**src/rtl/gshare_predictor_param.sv**
```systemverilog
// Parametrised gshare/bimodal/static branch predictor for the IF stage.
// Tagged BTB, 2-bit PHT, speculative GHR with mispredict repair, stats.
module gshare_predictor_param #(
  parameter int          BTB_IDX_BITS = 5,
  parameter int          PHT_BITS     = 6,
  parameter int          GHR_BITS     = 6,
  parameter int          MODE         = 2,
  parameter logic [1:0]  PHT_INIT     = 2'b01
) (
  input  logic                clk,
  input  logic                reset,
  input  logic                stall,
  input  logic [31:0]         if_pc,
  output logic [31:0]         pred_pc,
  output logic                pred_taken,
  output logic [PHT_BITS-1:0] pred_pht_idx,
  output logic [GHR_BITS-1:0] pred_ghr,
  input  logic                upd_valid,
  input  logic [31:0]         upd_pc,
  input  logic                upd_is_cond,
  input  logic                upd_taken,
  input  logic [31:0]         upd_target,
  input  logic [PHT_BITS-1:0] upd_pht_idx,
  input  logic [GHR_BITS-1:0] upd_ghr,
  input  logic                upd_mispredict,
  output logic [31:0]         stat_lookups,
  output logic [31:0]         stat_mispredicts
);

  localparam int BTB_N   = 1 << BTB_IDX_BITS;
  localparam int PHT_N   = 1 << PHT_BITS;
  localparam int TAG_W   = 32 - BTB_IDX_BITS - 2;
  localparam bit USE_PHT = (MODE != 0);

  if (GHR_BITS < 1 || GHR_BITS > PHT_BITS) begin : g_ghr_err
    $error("GHR_BITS must lie in 1..PHT_BITS");
  end
  if (MODE < 0 || MODE > 2) begin : g_mode_err
    $error("MODE must be 0, 1 or 2");
  end

  // Shift one outcome into a history value, newest in bit 0.
  function automatic logic [GHR_BITS-1:0] shl(
    input logic [GHR_BITS-1:0] g,
    input logic                b
  );
    return GHR_BITS'({g, b});
  endfunction

  logic [BTB_N-1:0] valid_q;
  logic [BTB_N-1:0] cond_q;
  logic [TAG_W-1:0] tag_q [BTB_N];
  logic [31:0]      tgt_q [BTB_N];
  logic [1:0]       pht_q [PHT_N];

  logic [GHR_BITS-1:0] ghr_q, ghr_d;
  logic [31:0]         lk_q, lk_d;
  logic [31:0]         mp_q, mp_d;

  logic [BTB_IDX_BITS-1:0] bidx;
  logic [TAG_W-1:0]        ftag;
  logic                    hit;
  logic                    hit_cond;
  logic [PHT_BITS-1:0]     pidx;
  logic                    ctr_taken;

  assign bidx     = if_pc[BTB_IDX_BITS+1:2];
  assign ftag     = if_pc[31:BTB_IDX_BITS+2];
  assign hit      = valid_q[bidx] && (tag_q[bidx] == ftag);
  assign hit_cond = hit && cond_q[bidx];

  if (MODE == 2) begin : g_gshare
    logic [PHT_BITS-1:0] ghr_ext;
    assign ghr_ext = PHT_BITS'(ghr_q);
    assign pidx    = if_pc[PHT_BITS+1:2] ^ ghr_ext;
  end else if (MODE == 1) begin : g_bimodal
    assign pidx = if_pc[PHT_BITS+1:2];
  end else begin : g_static
    assign pidx = '0;
  end

  assign ctr_taken    = USE_PHT && pht_q[pidx][1];
  assign pred_taken   = hit && (!cond_q[bidx] || ctr_taken);
  assign pred_pc      = pred_taken ? tgt_q[bidx] : if_pc + 32'd4;
  assign pred_pht_idx = pidx;
  assign pred_ghr     = ghr_q;

  assign stat_lookups     = lk_q;
  assign stat_mispredicts = mp_q;

  logic                    btb_we;
  logic [BTB_IDX_BITS-1:0] widx;
  logic [TAG_W-1:0]        wtag;
  logic                    pht_we;
  logic [1:0]              pcur;
  logic [1:0]              pnxt;
  logic                    recover;

  assign btb_we  = upd_valid && upd_taken;
  assign widx    = upd_pc[BTB_IDX_BITS+1:2];
  assign wtag    = upd_pc[31:BTB_IDX_BITS+2];
  assign pht_we  = upd_valid && upd_is_cond;
  assign pcur    = pht_q[upd_pht_idx];
  assign recover = upd_valid && upd_mispredict;

  logic unused_bits;
  assign unused_bits = ^{if_pc[1:0], upd_pc[1:0]};

  // Saturating 2-bit counter step for the resolved branch.
  always_comb begin
    pnxt = pcur;
    if (upd_taken) begin
      if (pcur != 2'b11) pnxt = pcur + 2'd1;
    end else begin
      if (pcur != 2'b00) pnxt = pcur - 2'd1;
    end
  end

  // History: repair on mispredict wins over the speculative fetch shift.
  always_comb begin
    ghr_d = ghr_q;
    if (recover) begin
      ghr_d = upd_is_cond ? shl(upd_ghr, upd_taken) : upd_ghr;
    end else if (!stall && hit_cond) begin
      ghr_d = shl(ghr_q, pred_taken);
    end
  end

  // Saturating statistics counters.
  always_comb begin
    lk_d = lk_q;
    mp_d = mp_q;
    if (!stall && lk_q != 32'hFFFF_FFFF) lk_d = lk_q + 32'd1;
    if (recover && mp_q != 32'hFFFF_FFFF) mp_d = mp_q + 32'd1;
  end

  // GHR and statistics registers.
  always_ff @(posedge clk) begin
    if (reset) begin
      ghr_q <= '0;
      lk_q  <= '0;
      mp_q  <= '0;
    end else begin
      ghr_q <= ghr_d;
      lk_q  <= lk_d;
      mp_q  <= mp_d;
    end
  end

  // BTB valid/type bits; taken resolutions install or replace the entry.
  always_ff @(posedge clk) begin
    if (reset) begin
      valid_q <= '0;
      cond_q  <= '0;
    end else if (btb_we) begin
      valid_q[widx] <= 1'b1;
      cond_q[widx]  <= upd_is_cond;
    end
  end

  // BTB tag and target payload; meaningless while the valid bit is clear.
  always_ff @(posedge clk) begin
    if (!reset && btb_we) begin
      tag_q[widx] <= wtag;
      tgt_q[widx] <= upd_target;
    end
  end

  // Pattern history table, trained only by conditional branches.
  always_ff @(posedge clk) begin
    if (reset) begin
      for (int i = 0; i < PHT_N; i++) pht_q[i] <= PHT_INIT;
    end else if (pht_we) begin
      pht_q[upd_pht_idx] <= pnxt;
    end
  end

endmodule

```
**config.mk**
```make
export PLATFORM = sky130hd
export DESIGN_NAME = gshare_predictor_param
export DESIGN_NICKNAME = d
export VERILOG_FILES = /design/src/rtl/gshare_predictor_param.sv
export SDC_FILE = /design/constraint.sdc
export NUM_CORES = 2
export LEC_CHECK = 0
export CAP_MARGIN = 30
export CORE_MARGIN = 1
export CORE_UTILIZATION = 40
export DETAILED_ROUTE_END_ITERATION = 7
export GPL_ROUTABILITY_DRIVEN = 0
export PLACE_DENSITY = 0.68
export SYNTH_ARGS = -nofsm -noshare
export SYNTH_HDL_FRONTEND = slang
export SYNTH_SLANG_ARGS = --single-unit
```
**constraint.sdc**
```tcl
create_clock -name clk -period 6.3 [get_ports clk]
set_clock_uncertainty 0.2 [all_clocks]
set_input_delay 1.26 -clock clk [delete_from_list [all_inputs] [get_ports clk]]
set_output_delay 1.26 -clock clk [all_outputs]
set_load 0.1 [all_outputs]
```
Word-level counts from Yosys, hierarchy flattened
Memory sizes are Yosys's and may differ from the RTL's.
Index checks and enable logic that the tools add are counted.
{"block": "totals", "reg_bits": 134, "input_bits": 115, "mem_bits_ro": 0, "mem_bits_rw": 1952, "n_memories": 3, "elab_cells": 64, "output_inout_bits": 109, "latch_bits": 0}
{"block": "op_classes", "order_cmp": 3, "n_shift": 0, "addsub": 5, "n_reduce_logical": 18, "bitwise": 2, "n_mul": 0, "div_mod_pow": 0, "n_eq_ne": 4, "n_mux": 24}
{"memory": "tgt_q", "words": 32, "width": 32, "rd": 1, "rd_clocked_by_memory_dff": 0, "write_ports": 1, "line": "53", "source": "logic [31:0] tgt_q [BTB_N];"}
{"memory": "tag_q", "words": 32, "width": 25, "rd": 1, "rd_clocked_by_memory_dff": 0, "write_ports": 1, "line": "52", "source": "logic [TAG_W-1:0] tag_q [BTB_N];"}
{"memory": "pht_q", "words": 64, "width": 2, "rd": 2, "rd_clocked_by_memory_dff": 0, "write_ports": 64, "line": "54", "source": "logic [1:0] pht_q [PHT_N];"}
{"operator": "adder 32 x 1 -> 32 bit (second input constant)", "count": 2}
{"operator": "!= test 32 bit (second input constant)", "count": 2}
{"operator": "adder 32 x 3 -> 32 bit (second input constant)", "count": 1}
{"operator": "bitwise mux 32 bit", "count": 1}
{"operator": "2-to-1 mux 32 bit", "count": 1}
{"operator": "bitwise OR 32 bit", "count": 1}
{"operator": "== test 25 bit", "count": 1}
{"operator": "2-to-1 mux 6 bit", "count": 4}
{"operator": "< comparator 5 x 6 -> 1 bit (second input constant)", "count": 2}
{"operator": "logical AND 1 bit", "count": 11}
{"operator": "2-to-1 mux 1 bit", "count": 11}
{"operator": "binary-select mux 1 bit (select 5 bit)", "count": 2}
{"operator": "2-to-1 mux 2 bit", "count": 4}
{"operator": "XOR 6 bit", "count": 1}
{"operator": "demux 1 bit (select 5 bit)", "count": 1}
{"operator": ">= comparator 5 x 1 -> 1 bit (second input constant)", "count": 1}
{"operator": "nonzero test 2 bit", "count": 2}
{"operator": "logical NOT 1 bit", "count": 3}
{"operator": "adder 2 x 1 -> 2 bit (second input constant)", "count": 1}
{"operator": "!= test 2 bit (second input constant)", "count": 1}
{"operator": "OR reduction 2 bit", "count": 1}
{"operator": "subtractor 2 x 1 -> 2 bit (second input constant)", "count": 1}
{"operator": "logical OR 1 bit", "count": 1}

Depth between registers and ports, before layout
{"block": "depth", "word_depth": 7, "ltp_mapped": 17, "ltp_nobuf": 9}

Least setup slack after synthesis
No wires, ideal clock.
{"block": "synth_timing", "path_type": "input to output", "startpoint": "input if_pc[4]", "endpoint": "output pred_pc[12]", "arrival_time_ps": 6802, "required_time_ps": 4840, "path_stages": 15, "n_path_buf": 6, "path_slack_ps": -1962, "cell_sequence": "buf_2 -> buf_2 -> buf_2 -> buf_2 -> xor2_1 -> clkbuf_1 -> mux4_2 -> nor2b_1 -> a211oi_1 -> a21oi_1 -> o21ai_0 -> a31oi_1 -> nand2_2 -> buf_2 -> mux2i_1"}
{"block": "synth_between", "elab_cells_between_ends": 15, "classes_between": "add/sub (1); eq/ne (1); mux (5); bitwise (1); reduce/logical (4); memory (3)"}
{"item": "from (decl)", "line": "13", "source": "input logic [31:0] if_pc,"}
{"item": "XOR 6 bit", "line": "75", "source": "assign pidx = if_pc[PHT_BITS+1:2] ^ ghr_ext;"}
{"item": "named net pred_pht_idx[2]", "line": "16", "source": "output logic [PHT_BITS-1:0] pred_pht_idx,"}
{"item": "memory (64 x 2 bit)"}
{"item": "logical OR 1 bit", "line": "83", "source": "assign pred_taken = hit && (!cond_q[bidx] || ctr_taken);"}
{"item": "logical AND 1 bit", "line": "83"}
{"item": "2-to-1 mux 32 bit", "line": "84", "source": "assign pred_pc = pred_taken ? tgt_q[bidx] : if_pc + 32'd4;"}
{"item": "to (decl)", "line": "14", "source": "output logic [31:0] pred_pc,"}
The timed path passes the listed nets, and every way through them passes these cells. The select of a mux whose other input is x is not followed.

Worst setup path after layout
{"block": "layout_timing", "startpoint": "input if_pc[2]", "endpoint": "output pred_pc[3]"}
{"block": "layout_between", "elab_chain_len": 6, "elab_cells_between_ends": 15, "classes_between": "add/sub (1); eq/ne (1); mux (5); bitwise (1); reduce/logical (4); memory (3)"}
{"item": "parallel branches: the longest is 5 deep, another holds memory (32 x 25 bit)"}
{"item": "2-to-1 mux 32 bit *", "line": "84"}
Mark *: on every way between the ends. The select of a mux whose other input is x is not followed.

==> impl_metrics.csv <==
group,metric,value,unit
outcome,status,"finished with violations",
routing,ant_nets,0,
grt,top_usage_layer,"met2",
setup_path,crit_path_start_kind,"input port",
hold_path,min_to,"cond_q[28]$_SDFFE_PP0P_",
placed_design,post_dp_cell_area,92200,µm²
timing,finalSetupViolCount,33,
clocking,cts_buffer_depth,3,
grt,use_met3,0.0317,
setup_path,timing.rr.end,"pred_ghr[1]$_SDFFE_PP0P_",
layout,layout-drive-gt1-share,0.274,
logic_synthesis,synth_area,83400,µm²
grt,grt_use_met2,0.357,
setup_path,critical_path_class,"in2out",
floorplanning,core.rowCount,167,
setup_path,reg2reg_depth,11,
timing,fmax,153,MHz
grt,track_usage,0.211,
timing,slew_violations,0,
logic_synthesis,ys_async_sr_fraction,0,
logic_synthesis,yosysUniqueCellTypes,63,
setup_path,critPathArrivalTime,5.09,ns
power,cellLeakagePower,32.1,nW
logic_synthesis,yosysWarnings,0,
clocking,cts.clk_slew.worst_paths,0.06,ns
routing,wl,225,mm
clocking,insertion_delay,0.88,ns
hold_path,min_from,"cond_q[28]$_SDFFE_PP0P_",
power,irDropWorstVdd,243,µV
timing,hold_violations,0,
floorplanning,die_w,459,µm
clocking,cts-root-buf,"clkbuf_16",
clocking,h-tree-depth,4,
hold_path,whs_path_depth,2,
floorplanning,initial_core_util,0.403,
placed_design,place_hpwl,128,mm
setup_path,crit_required,4.84,ns
routing,vias,45300,
timing,finalCritPeriodShare,1.04,
timing,slew-limit-headroom,0.289,
routing,vias_per_cell,5.80,
setup_path,path_max_fanout,7,
floorplanning,dieArea,210000,µm²
logic_synthesis,synth_nets,4451,
routing,drtPass1Iterations,5,
setup_path,r2r-start,"tag_q[7][12]$_DFFE_PP_",
floorplanning,core,207000,µm²
routing,drt-wirelength-per-cell,28.7,µm
grt,grt_pass1_wl,320,mm
hold_path,hold_path.class,"reg2reg",
logic_synthesis,yosysSeqAreaShare,0.735,
setup_path,reg2reg_slack,2.38,ns
setup_path,crit_path_end_kind,"output port",
logic_synthesis,synth_edf_count,1952,
logic_synthesis,postSynthAreaPerCell,19.3,µm²
routing,drcViolationCount,0,
power,power-per-cell-area,295,nW/µm²
floorplanning,die_y,459,µm
layout,nets,4961,
grt,met1_usage,0.285,
timing,worst_pin_slew,1.06,ns
timing,rsz0062_at_grt,"true",
grt,grt_pass1_vias,44500,
outcome,violations,"negative setup slack",
grt,grt_max_degree,135,
logic_synthesis,synth_seq_cells,2086,
job,drv_cap,0,
placed_design,port_buffers,221,
clocking,numCtsBuffers,205,
timing,layout_setup_ws,-0.252,ns
power,power.total,29.6,mW
timing,min_period,6.55,ns
grt,grt_overflow,0,
clocking,cts_num_sinks,2086,
clocking,tritoncts,"done",
grt,antenna_found_initial,22,
floorplanning,pin_count,224,
routing,drtIter0Drc,5588,
setup_path,crit_start,"if_pc[2]",
logic_synthesis,ys.flop_type,"edfxtp_1",
layout,final_area,100000,µm²
logic_synthesis,synthCells,4333,
layout,area_growth,20.5,%
[power breakdown]
| part | total, mW | internal, mW | leakage (nW) | switching [mW] |
|---|---|---|---|---|
| clock network | 12.4 | 6.99 | 3.33 | 5.39 |
| logic | 2.02 | 0.836 | 10.2 | 1.19 |
| registers | 15.2 | 15.2 | 18.6 | 0.0287 |
| total | 29.6 | 23.0 | 32.1 | 6.61 |
[per-layer routing]
layer | wire length (µm) | part of all wire | vias up
li1 | - | - | 18800
met1 | 88400 | 0.39 | 24100
met2 | 113000 | 0.50 | 2110
met3 | 17400 | 0.077 | 349
met4 | 5560 | 0.025 | 10
met5 | 58 | 0.00026 | -
[how the worst max path moves through the flow]
| stage | end | depth (start not counted) |
|---|---|---|
| 3_3_place_gp | pred_pc[6] | 17 |
| 2_1_floorplan | pred_pc[12] | 15 |
| 3_5_place_dp | pred_pc[6] | 17 |
| 6_report | pred_pc[3] | 19 |
| 5_1_grt | pred_pc[2] | 19 |
| 4_1_cts | pred_pc[2] | 18 |
[cells in the mapped netlist, types with 14 or more instances]
master,instances,area (µm²)
mux2i_1,259,2590
and2_1,21,131
nand3_1,106,531
clkbuf_1,159,597
xnor2_1,28,245
nand2_1,186,698
and3_1,21,131
buf_1,21,78.8
nand4_1,35,219
a22o_1,24,210
a2111oi_0,20,175
dfxtp_1,134,2680
o221ai_1,25,219
edfxtp_1,1952,58600
or3_1,23,144
o21ai_0,36,180
a21oi_1,91,455
nor3_1,73,365
a211oi_1,21,158
buf_2,57,285
nor2_1,190,713
a22oi_1,26,195
nand2b_1,18,113
a221oi_1,21,184
a21o_1,17,128
buf_6,14,158
or2_2,28,175
o22ai_1,28,175
nor2b_1,18,113
mux4_2,499,11200
buf_4,14,105
xor2_1,61,534
[final cells by class]
class / count / area (µm²)
multi-input cells: 1969 / 22000
flip-flops and latches: 2086 / 61300
clock inverters: 146 / 1550
clock buffers: 242 / 5320
repair buffers: 568 / 6710
well taps: 2788 / 3490
fillers: 16600 / 107000
diodes: 4 / 10.0
inverters: 13 / 56.3
[registers in the layout, indices dropped and copies added (netlist names)]
signal / flops
tag_q: 800
stat_mispredicts: 32
pred_ghr: 6
cond_q: 32
stat_lookups: 32
valid_q: 32
tgt_q: 1024
pht_q: 128
[repair_timing]
item / in CTS / in global routing
resized for setup: 82 / 33
setup buffers: 21 / 14
hold buffers: 0 / 0
gates cloned: 7 / 2
pin swaps: 26 / 17
endpoints found under the setup margin: 33 / 33
[layout by cell type, fill, tap and decap left out, types with 18 or more instances in the layout]
master           instances
a21oi_1                 91
a22o_1                  24
a22oi_1                 22
and2_1                  22
and3_1                  21
buf_12                 108
buf_4                  231
bufinv_16               22
clkbuf_1                33
clkbuf_16              217
clkdlybuf4s50_1        176
clkinv_1                47
clkinv_2                44
dfxtp_1                134
edfxtp_1              1952
mux2i_1                231
mux2i_4                 28
mux4_2                 499
nand2_1                186
nand2b_1                18
nand3_1                105
nand4_1                 35
nor2_1                 155
nor2_4                  32
nor3_1                  69
o21ai_0                 33
o221ai_1                21
o22ai_1                 27
or2_2                   28
or3_1                   22
xnor2_1                 27
xor2_1                  57
[worst max-delay path: stages]
cell,delay (ns)
buf_16,0.11
buf_12,0.13
buf_16,0.15
buf_16,0.14
buf_12,0.11
buf_6,0.10
mux4_2,0.49
a22o_1,0.25
a211oi_4,0.25
nor3_2,0.10
nor4b_2,0.30
buf_4,0.16
o2111ai_4,0.13
nor4_4,0.39
buf_6,0.19
nand2_8,0.12
buf_4,0.18
mux2_4,0.30
buf_12,0.16
[metrics by stage]
step	util	TNS [ns]	setup WS, ns	std cells	hold slack (ns)
final	0.485	-6.77	-0.252	7816	0.260
after global routing	0.485	-9.73	-0.335	7813	0.269
after CTS	0.482	-7.62	-0.280	7785	0.261
after detailed placement	0.445	-23.05	-0.756	7370	0.252
after global placement	0.444	-24.29	-0.808	7361	0.241
after floorplan	-	-0.319	-0.0183	4333	0.231
[cell families (layout without fill, tap and decap cells)]
group,after synthesis,after routing,share of synthesized area
xor gates and xnor gates,89,89,0.00934
adders and majority gates,5,5,0.000690
AOI/OAI and AO/OA,336,336,0.0275
muxes,768,768,0.167
DFF,2086,2086,0.735
other,0,4,0
and+or+nand+nor,771,771,0.0450
buffers and inverters,278,969,0.0153
No activity file was read; power rests on OpenSTA's default activity.
